## config.mk

```make
export PLATFORM = sky130hd
export DESIGN_NAME = debounce_edge_fsm
export DESIGN_NICKNAME = d
export VERILOG_FILES = /design/src/rtl/debounce_pkg.sv /design/src/rtl/debounce_stable_counter.sv /design/src/rtl/debounce_edge_fsm.sv
export SDC_FILE = /design/constraint.sdc
export NUM_CORES = 1
export LEC_CHECK = 0
export CAP_MARGIN = 20
export CORE_AREA = 2 2 39 41
export DETAILED_ROUTE_END_ITERATION = 10
export DIE_AREA = 0 0 41 43
export GPL_TIMING_DRIVEN = 1
export REMOVE_ABC_BUFFERS = 1
export SYNTH_ARGS = -nofsm -noshare
export SYNTH_HDL_FRONTEND = slang
export SYNTH_SLANG_ARGS = --single-unit
```

## constraint.sdc

```tcl
create_clock -name clk -period 4.6 [get_ports clk]
set_input_delay 0.92 -clock clk [delete_from_list [all_inputs] [get_ports clk]]
set_output_delay 0.92 -clock clk [all_outputs]
set_load 0.02 [all_outputs]
```

## src/rtl/debounce_pkg.sv

```systemverilog
// Shared state encoding and state-decode helpers for the switch debouncer
// and its edge detectors.
package debounce_pkg;

    localparam logic [1:0] ZERO  = 2'd0;
    localparam logic [1:0] WAIT1 = 2'd1;
    localparam logic [1:0] ONE   = 2'd2;
    localparam logic [1:0] WAIT0 = 2'd3;

    typedef enum logic [1:0] {
        ST_ZERO  = ZERO,
        ST_WAIT1 = WAIT1,
        ST_ONE   = ONE,
        ST_WAIT0 = WAIT0
    } state_e;

    // True while a level change is being qualified
    function automatic logic is_wait(input state_e st);
        return (st == ST_WAIT1) || (st == ST_WAIT0);
    endfunction

    // True whenever the accepted level is high
    function automatic logic is_high(input state_e st);
        return (st == ST_ONE) || (st == ST_WAIT0);
    endfunction

endpackage

```

## src/rtl/debounce_stable_counter.sv

```systemverilog
// Saturating stability counter; done flags the last sample before acceptance.
module debounce_stable_counter #(
    parameter int STABLE_TICKS = 10
) (
    input  logic clk,
    input  logic reset,
    input  logic clear,
    input  logic inc,
    output logic done
);

    localparam int            CW   = (STABLE_TICKS > 1) ? $clog2(STABLE_TICKS) : 1;
    localparam logic [CW-1:0] TERM = CW'(STABLE_TICKS - 1);

    logic [CW-1:0] count_r;

    // Count consecutive qualifying samples; holding at TERM keeps it from wrapping
    always_ff @(posedge clk) begin
        if (reset) begin
            count_r <= {CW{1'b0}};
        end else if (clear) begin
            count_r <= {CW{1'b0}};
        end else if (inc && (count_r != TERM)) begin
            count_r <= count_r + CW'(1);
        end else begin
            count_r <= count_r;
        end
    end

    assign done = (count_r == TERM);

endmodule

```

## src/rtl/debounce_edge_fsm.sv

```systemverilog
// Switch debouncer: a level is accepted after STABLE_TICKS+1 consecutive enabled
// samples; one-cycle rise/fall ticks mark each accepted transition.
module debounce_edge_fsm
    import debounce_pkg::*;
#(
    parameter int STABLE_TICKS = 10
) (
    input  logic clk,
    input  logic reset,
    input  logic en,
    input  logic noisy,
    output logic debounced,
    output logic rise_tick,
    output logic fall_tick,
    output logic busy
);

    state_e state_r;
    logic   debounced_r;
    logic   rise_r;
    logic   fall_r;
    logic   clear_s;
    logic   inc_s;
    logic   done_s;

    debounce_stable_counter #(
        .STABLE_TICKS(STABLE_TICKS)
    ) u_counter (
        .clk  (clk),
        .reset(reset),
        .clear(clear_s),
        .inc  (inc_s),
        .done (done_s)
    );

    // Counter control: restart on leaving a stable state, advance while the new level persists
    always_comb begin
        clear_s = 1'b0;
        inc_s   = 1'b0;
        if (en) begin
            case (state_r)
                ST_ZERO:  clear_s = noisy;
                ST_WAIT1: inc_s   = noisy;
                ST_ONE:   clear_s = ~noisy;
                ST_WAIT0: inc_s   = ~noisy;
                default: begin
                    clear_s = 1'b0;
                    inc_s   = 1'b0;
                end
            endcase
        end else begin
            clear_s = 1'b0;
            inc_s   = 1'b0;
        end
    end

    // Debounce FSM with registered level and tick outputs; ticks self-clear every cycle
    always_ff @(posedge clk) begin
        if (reset) begin
            state_r     <= ST_ZERO;
            debounced_r <= 1'b0;
            rise_r      <= 1'b0;
            fall_r      <= 1'b0;
        end else begin
            rise_r <= 1'b0;
            fall_r <= 1'b0;
            if (en) begin
                case (state_r)
                    ST_ZERO: begin
                        if (noisy) begin
                            state_r <= ST_WAIT1;
                        end
                    end
                    ST_WAIT1: begin
                        if (!noisy) begin
                            state_r <= ST_ZERO;
                        end else if (done_s) begin
                            state_r     <= ST_ONE;
                            debounced_r <= 1'b1;
                            rise_r      <= 1'b1;
                        end
                    end
                    ST_ONE: begin
                        if (!noisy) begin
                            state_r <= ST_WAIT0;
                        end
                    end
                    ST_WAIT0: begin
                        if (noisy) begin
                            state_r <= ST_ONE;
                        end else if (done_s) begin
                            state_r     <= ST_ZERO;
                            debounced_r <= 1'b0;
                            fall_r      <= 1'b1;
                        end
                    end
                    default: begin
                        state_r     <= ST_ZERO;
                        debounced_r <= 1'b0;
                    end
                endcase
            end
        end
    end

    assign debounced = debounced_r;
    assign rise_tick = rise_r;
    assign fall_tick = fall_r;
    assign busy      = is_wait(state_r);

endmodule

```

* Yosys cells after proc, flatten, opt, wreduce, memory -nomap -nowiden
Cells that the tools add are included.
** Operators by class
- Add/subtract/negate cells :: 1
- Multipliers :: 0
- Div/mod/pow operators :: 0
- Order comparisons :: 0
- Equal/unequal tests :: 13
- Shifts and indexed selects :: 0
- Multiplexer cells :: 17
- Bitwise logic cells :: 4
- Reduce and logical (&&, ||, !) cells :: 9
** Operators by type and width (count)
- $mux W2 :: 6
- $ne A2 B2 Y1 const B :: 6
- $pmux W2 S4 :: 1
- $reduce_or A4 Y1 :: 2
- $mux W1 :: 7
- $ne A3 B3 Y1 const B :: 2
- $pmux W1 S2 :: 3
- $reduce_and A6 Y1 :: 1
- $reduce_and A5 Y1 :: 1
- $add A4 B1 Y4 const B :: 1
- $eq A2 B2 Y1 const B :: 2
- $eq A4 B4 Y1 const B :: 1
- $ne A4 B4 Y1 const B :: 1
- $not A1 Y1 :: 4
- $eq A2 B1 Y1 const B :: 1
- $logic_not A2 Y1 :: 1
- $reduce_bool A2 Y1 :: 1
- $reduce_or A2 Y1 :: 1
- $logic_and A1 B1 Y1 :: 1
- $logic_or A1 B1 Y1 :: 1
** Storage, ports and cells
- Flip-flop bits (word level) :: 9
- Bits in latches :: 0
- Memory bits (writable) :: 0
- Bits in read-only memories :: 0
- Logic and storage cells :: 49
- Memories kept :: 0

* Depth between registers and ports, before layout
- Word-level depth :: 4
- Gate-level depth with buffers :: 6

* Cells and area by module
From an unflattened synthesis, not the netlist that was laid out.
** Second synthesis, totals
- Cells, all modules :: 46
- Area total of the unflattened synthesis :: 429.2 sq um
** Modules (own cells, without submodules)
- debounce_stable_counter :: times used 1, cells an instance 23, area each 219.0 sq um, seq. area each 80.1 sq um
- debounce_edge_fsm :: times used 1, cells an instance 23, area each 210.2 sq um, seq. area each 100.1 sq um

* Worst setup path before layout
Ideal clock, no wire load.
- Path type :: input to register
- Start point :: in noisy
- End point :: reg u_counter.count_r[3]
- Arrival time :: 1.793 ns
- Data required time :: 4.530 ns
- Setup slack :: 2.737 ns
- Cell stages on the path :: 4
- Buffers on the path :: 1
- Cells stage by stage :: xnor2_1 -> buf_6 -> or4_1 -> a21oi_1
** Between the ends
- Word-level cells in the longest chain between the ends :: 4
- Elaborated cells on any way between the ends :: 7
- Classes of those cells :: mux (4); bitwise (1); reduce/logical (2)
** Ends and longest elaborated chain
- start, declared :: RTL line debounce_edge_fsm.sv:11 : input logic noisy,
- $not A1 Y1 (no source line)
- $pmux W1 S2 :: RTL line debounce_edge_fsm.sv:41 : case (state_r)
- $mux W1 :: RTL line debounce_edge_fsm.sv:40 : if (en) begin
- $reduce_or A2 Y1 (no source line) / $logic_and A1 B1 Y1 (equally long branches)
- end signal, assigned :: RTL line debounce_stable_counter.sv:22 : count_r <= {CW{1'b0}};
- end signal, assigned :: RTL line debounce_stable_counter.sv:24 : count_r <= count_r + CW'(1);
- end signal, assigned :: RTL line debounce_stable_counter.sv:26 : count_r <= count_r;
- end, declared :: RTL line debounce_stable_counter.sv:15 : logic [CW-1:0] count_r;
Parallel ways exist; a longest one is shown, timed or not.
A chain may end at the register's enable or synchronous reset.

* Final worst setup path
- Start point :: in noisy
- End point :: reg u_counter.count_r[0]
The elaborated chain is that of the path after synthesis.

==> results by group <==
Clocking
  – H-tree levels: 1
  – Reg clk slew, reported paths: 0.07 ns
  – # hold bufs at CTS: 0
  – Post-CTS Setup Inserts: 0
  – Post-CTS Resized: 0
  – CTS buffer count: 3
  – Clock Path Buffers: 2
  – Clk_lat worst skew: 0.25 ns
  – Clock root cell: clkbuf_4
  – Sink Count: 9
  – CTS tree: done

Timing
  – Worst-margin pin slew: 0.749 ns
  – Setup ws final: 2.30 ns
  – Minimum clock period: 2.30 ns
  – Final hold vios: 0
  – Fin Setup TNS: 0 ns
  – RSZ-0062 raised after global routing: false
  – Setup-failing EPs final: 0
  – Period utilization: 0.501
  – Fmax: 0.434 GHz
  – Max Slew Vio Count: 0
  – Relative slew slack: 0.497
  – Clk_skew: 0.00201 ns

Synthesis
  – Yosys warns: 0
  – Synth cell types: 25
  – Count leader, synth: dfxtp_1
  – Synthesized area: 468 µm²
  – Yosys top cell by area: dfxtp_1
  – Post-synth EDFFs: 0
  – Most frequent cells after synthesis: dfxtp_1, a21oi_1, o31ai_1
  – Post-synthesis sequential area ratio: 0.385
  – Main synth FF type: dfxtp_1
  – Syn Inst Count: 52
  – Synth async-reset ratio: 0
  – Top cell type's share of synthesized area: 0.385
  – Leading cell types by total area after synthesis: dfxtp_1, o31ai_1, nor4b_1
  – Post-synthesis area per instance: 9.00 µm²
  – #FFs+latches synth: 9

Global route
  – Global-route wire length before repair: 1.51 mm
  – Vias in the first global route: 361
  – Total track usage: 0.128
  – Largest net degree at the start of global routing: 12
  – Antenna violations before repair: 0
  – GRT overflow: 0

Place
  – Gpl congestion: 0.689
  – Setup WS pre-CTS: 2.03 ns
  – I/O Buffers: 7
  – DPL Wire Length: 664 µm
  – Placed cell area: 536 µm²
  – Placed cell count: 71

Cells and area
  – Share of cells above drive strength 1: 0.0678
  – Non-Filler Instances: 75
  – Post-route design area: 562 µm²
  – Nets: 66
  – Area grow syn2layout: 20.1%
  – # diodes: 0

Route
  – Vias/cell: 5.49
  – 1st-iter DRT viols: 7
  – Final WL: 923 µm
  – Via Count: 412
  – Post-route ant nets: 0
  – DR WL/cell: 12.3 µm
  – DR DRC count: 0
  – Drt first pass iters: 4

Critical path
  – R2R depth: 5
  – CP Launch Point: noisy
  – CP required: 4.79 ns
  – Worst setup endpoint: u_counter.count_r[0]
  – R2R Path Start: u_counter.count_r[1]
  – CP Cell Sequence: clkdlybuf4s50_1 > xnor2_1 > o21bai_1 > a21oi_1
  – CP max-delay cell: xnor2_1
  – WP data arrival: 2.49 ns
  – Reg2reg setup slack: 2.99 ns
  – Worst setup EP type: flip-flop
  – Critical Path Source Type: input pin
  – CP max FO: 11
  – CP max stage delay: 0.64 ns
  – Worst setup path category: input pin to flip-flop
  – Reg2reg end: u_counter.count_r[2]

Floorplan
  – Core area: 1380 µm²
  – Rows: 14
  – IO Pins: 8
  – Chip Width: 41 µm
  – Initial Util: 0.338
  – Full die area: 1760 µm²
  – Die Height: 43 µm

Status
  – Outcome: completed

Min path
  – Hold Path Stages: 2
  – Worst hold path class: flip-flop to flip-flop

Power and ir drop
  – Power per cell area: 276 nW/µm²
  – Static leakage: 0.185 nW
  – VDD IR max: 89.8 µV
  – Design Power: 0.000155 W

Flow run
  – Max Cap Violations: 0
[final cells by class]
class | instances | area (µm²)
multi-input combinational | 36 | 254
tap | 16 | 20.0
fill | 148 | 822
inverter | 3 | 11.3
timing repair buffer | 7 | 70.1
clock buffer | 4 | 26.3
sequential | 9 | 180
[where the power goes]
part           internal (W)  switching, W  leakage, nW  total (W)
registers         0.0000785    0.00000112       0.0727  0.0000796
clock network     0.0000334     0.0000292       0.0150  0.0000627
logic            0.00000530    0.00000720       0.0975  0.0000125
total              0.000117     0.0000376        0.185   0.000155
[placed cells by master, fill, tap and decap left out]
cell	instances
nor2_1	1
xnor2_1	1
o21ai_0	3
clkdlybuf4s50_1	7
nand2b_1	1
nand2_1	2
a211o_2	1
clkbuf_4	3
nand4_1	1
nor2b_1	1
nand3_1	2
ha_1	2
o31ai_1	4
or4_1	3
mux2i_1	1
inv_1	3
and3b_1	1
a41oi_1	1
nor4b_1	3
clkbuf_1	1
a21oi_1	5
o311ai_0	1
dfxtp_1	9
o21bai_1	1
nand3b_1	1
[layer usage]
| layer | share of wire | vias to the layer above | global-route usage |
|---|---|---|---|
| met5 | 0 | - | 0 |
| met4 | 0.024 | 0 | 0.100 |
| met3 | 0.0098 | 2 | 0.0314 |
| met2 | 0.44 | 3 | 0.172 |
| met1 | 0.52 | 200 | 0.164 |
| li1 | - | 207 | - |
[critical path: cells and delay by family]
| kind | cells | cell delay [ns] |
|---|---|---|
| xor gates and xnor gates | 1 | 0.64 |
| buffers and inverters | 1 | 0.49 |
| AOI/OAI and AO/OA | 2 | 0.44 |
[how the worst min path moves through the flow]
stage | from | end | slack (ns)
after CTS | u_counter.count_r[3] | u_counter.count_r[3] | 0.50
final | u_counter.count_r[3] | u_counter.count_r[3] | 0.50
after floorplan | u_counter.count_r[3] | u_counter.count_r[3] | 0.46
after detailed placement | u_counter.count_r[3] | u_counter.count_r[3] | 0.49
after global placement | u_counter.count_r[3] | u_counter.count_r[3] | 0.48
after global routing | u_counter.count_r[3] | u_counter.count_r[3] | 0.52
[per-stage QoR]
stage / util / hold WS [ns]
floorplan: - / 0.461
global placement: 0.387 / 0.479
detailed placement: 0.387 / 0.489
CTS: 0.406 / 0.498
global route: 0.406 / 0.524
finish: 0.406 / 0.497
[cell families after synthesis]
kind of cell | Yosys count | synth area share
xor+xnor | 1 | 0.0187
buf+inv | 7 | 0.0722
compound gates | 16 | 0.225
flops | 9 | 0.385
mux | 1 | 0.0214
simple gates | 16 | 0.225
fa+ha+maj | 2 | 0.0535
Note: power is estimated with default switching activity, not from simulation.
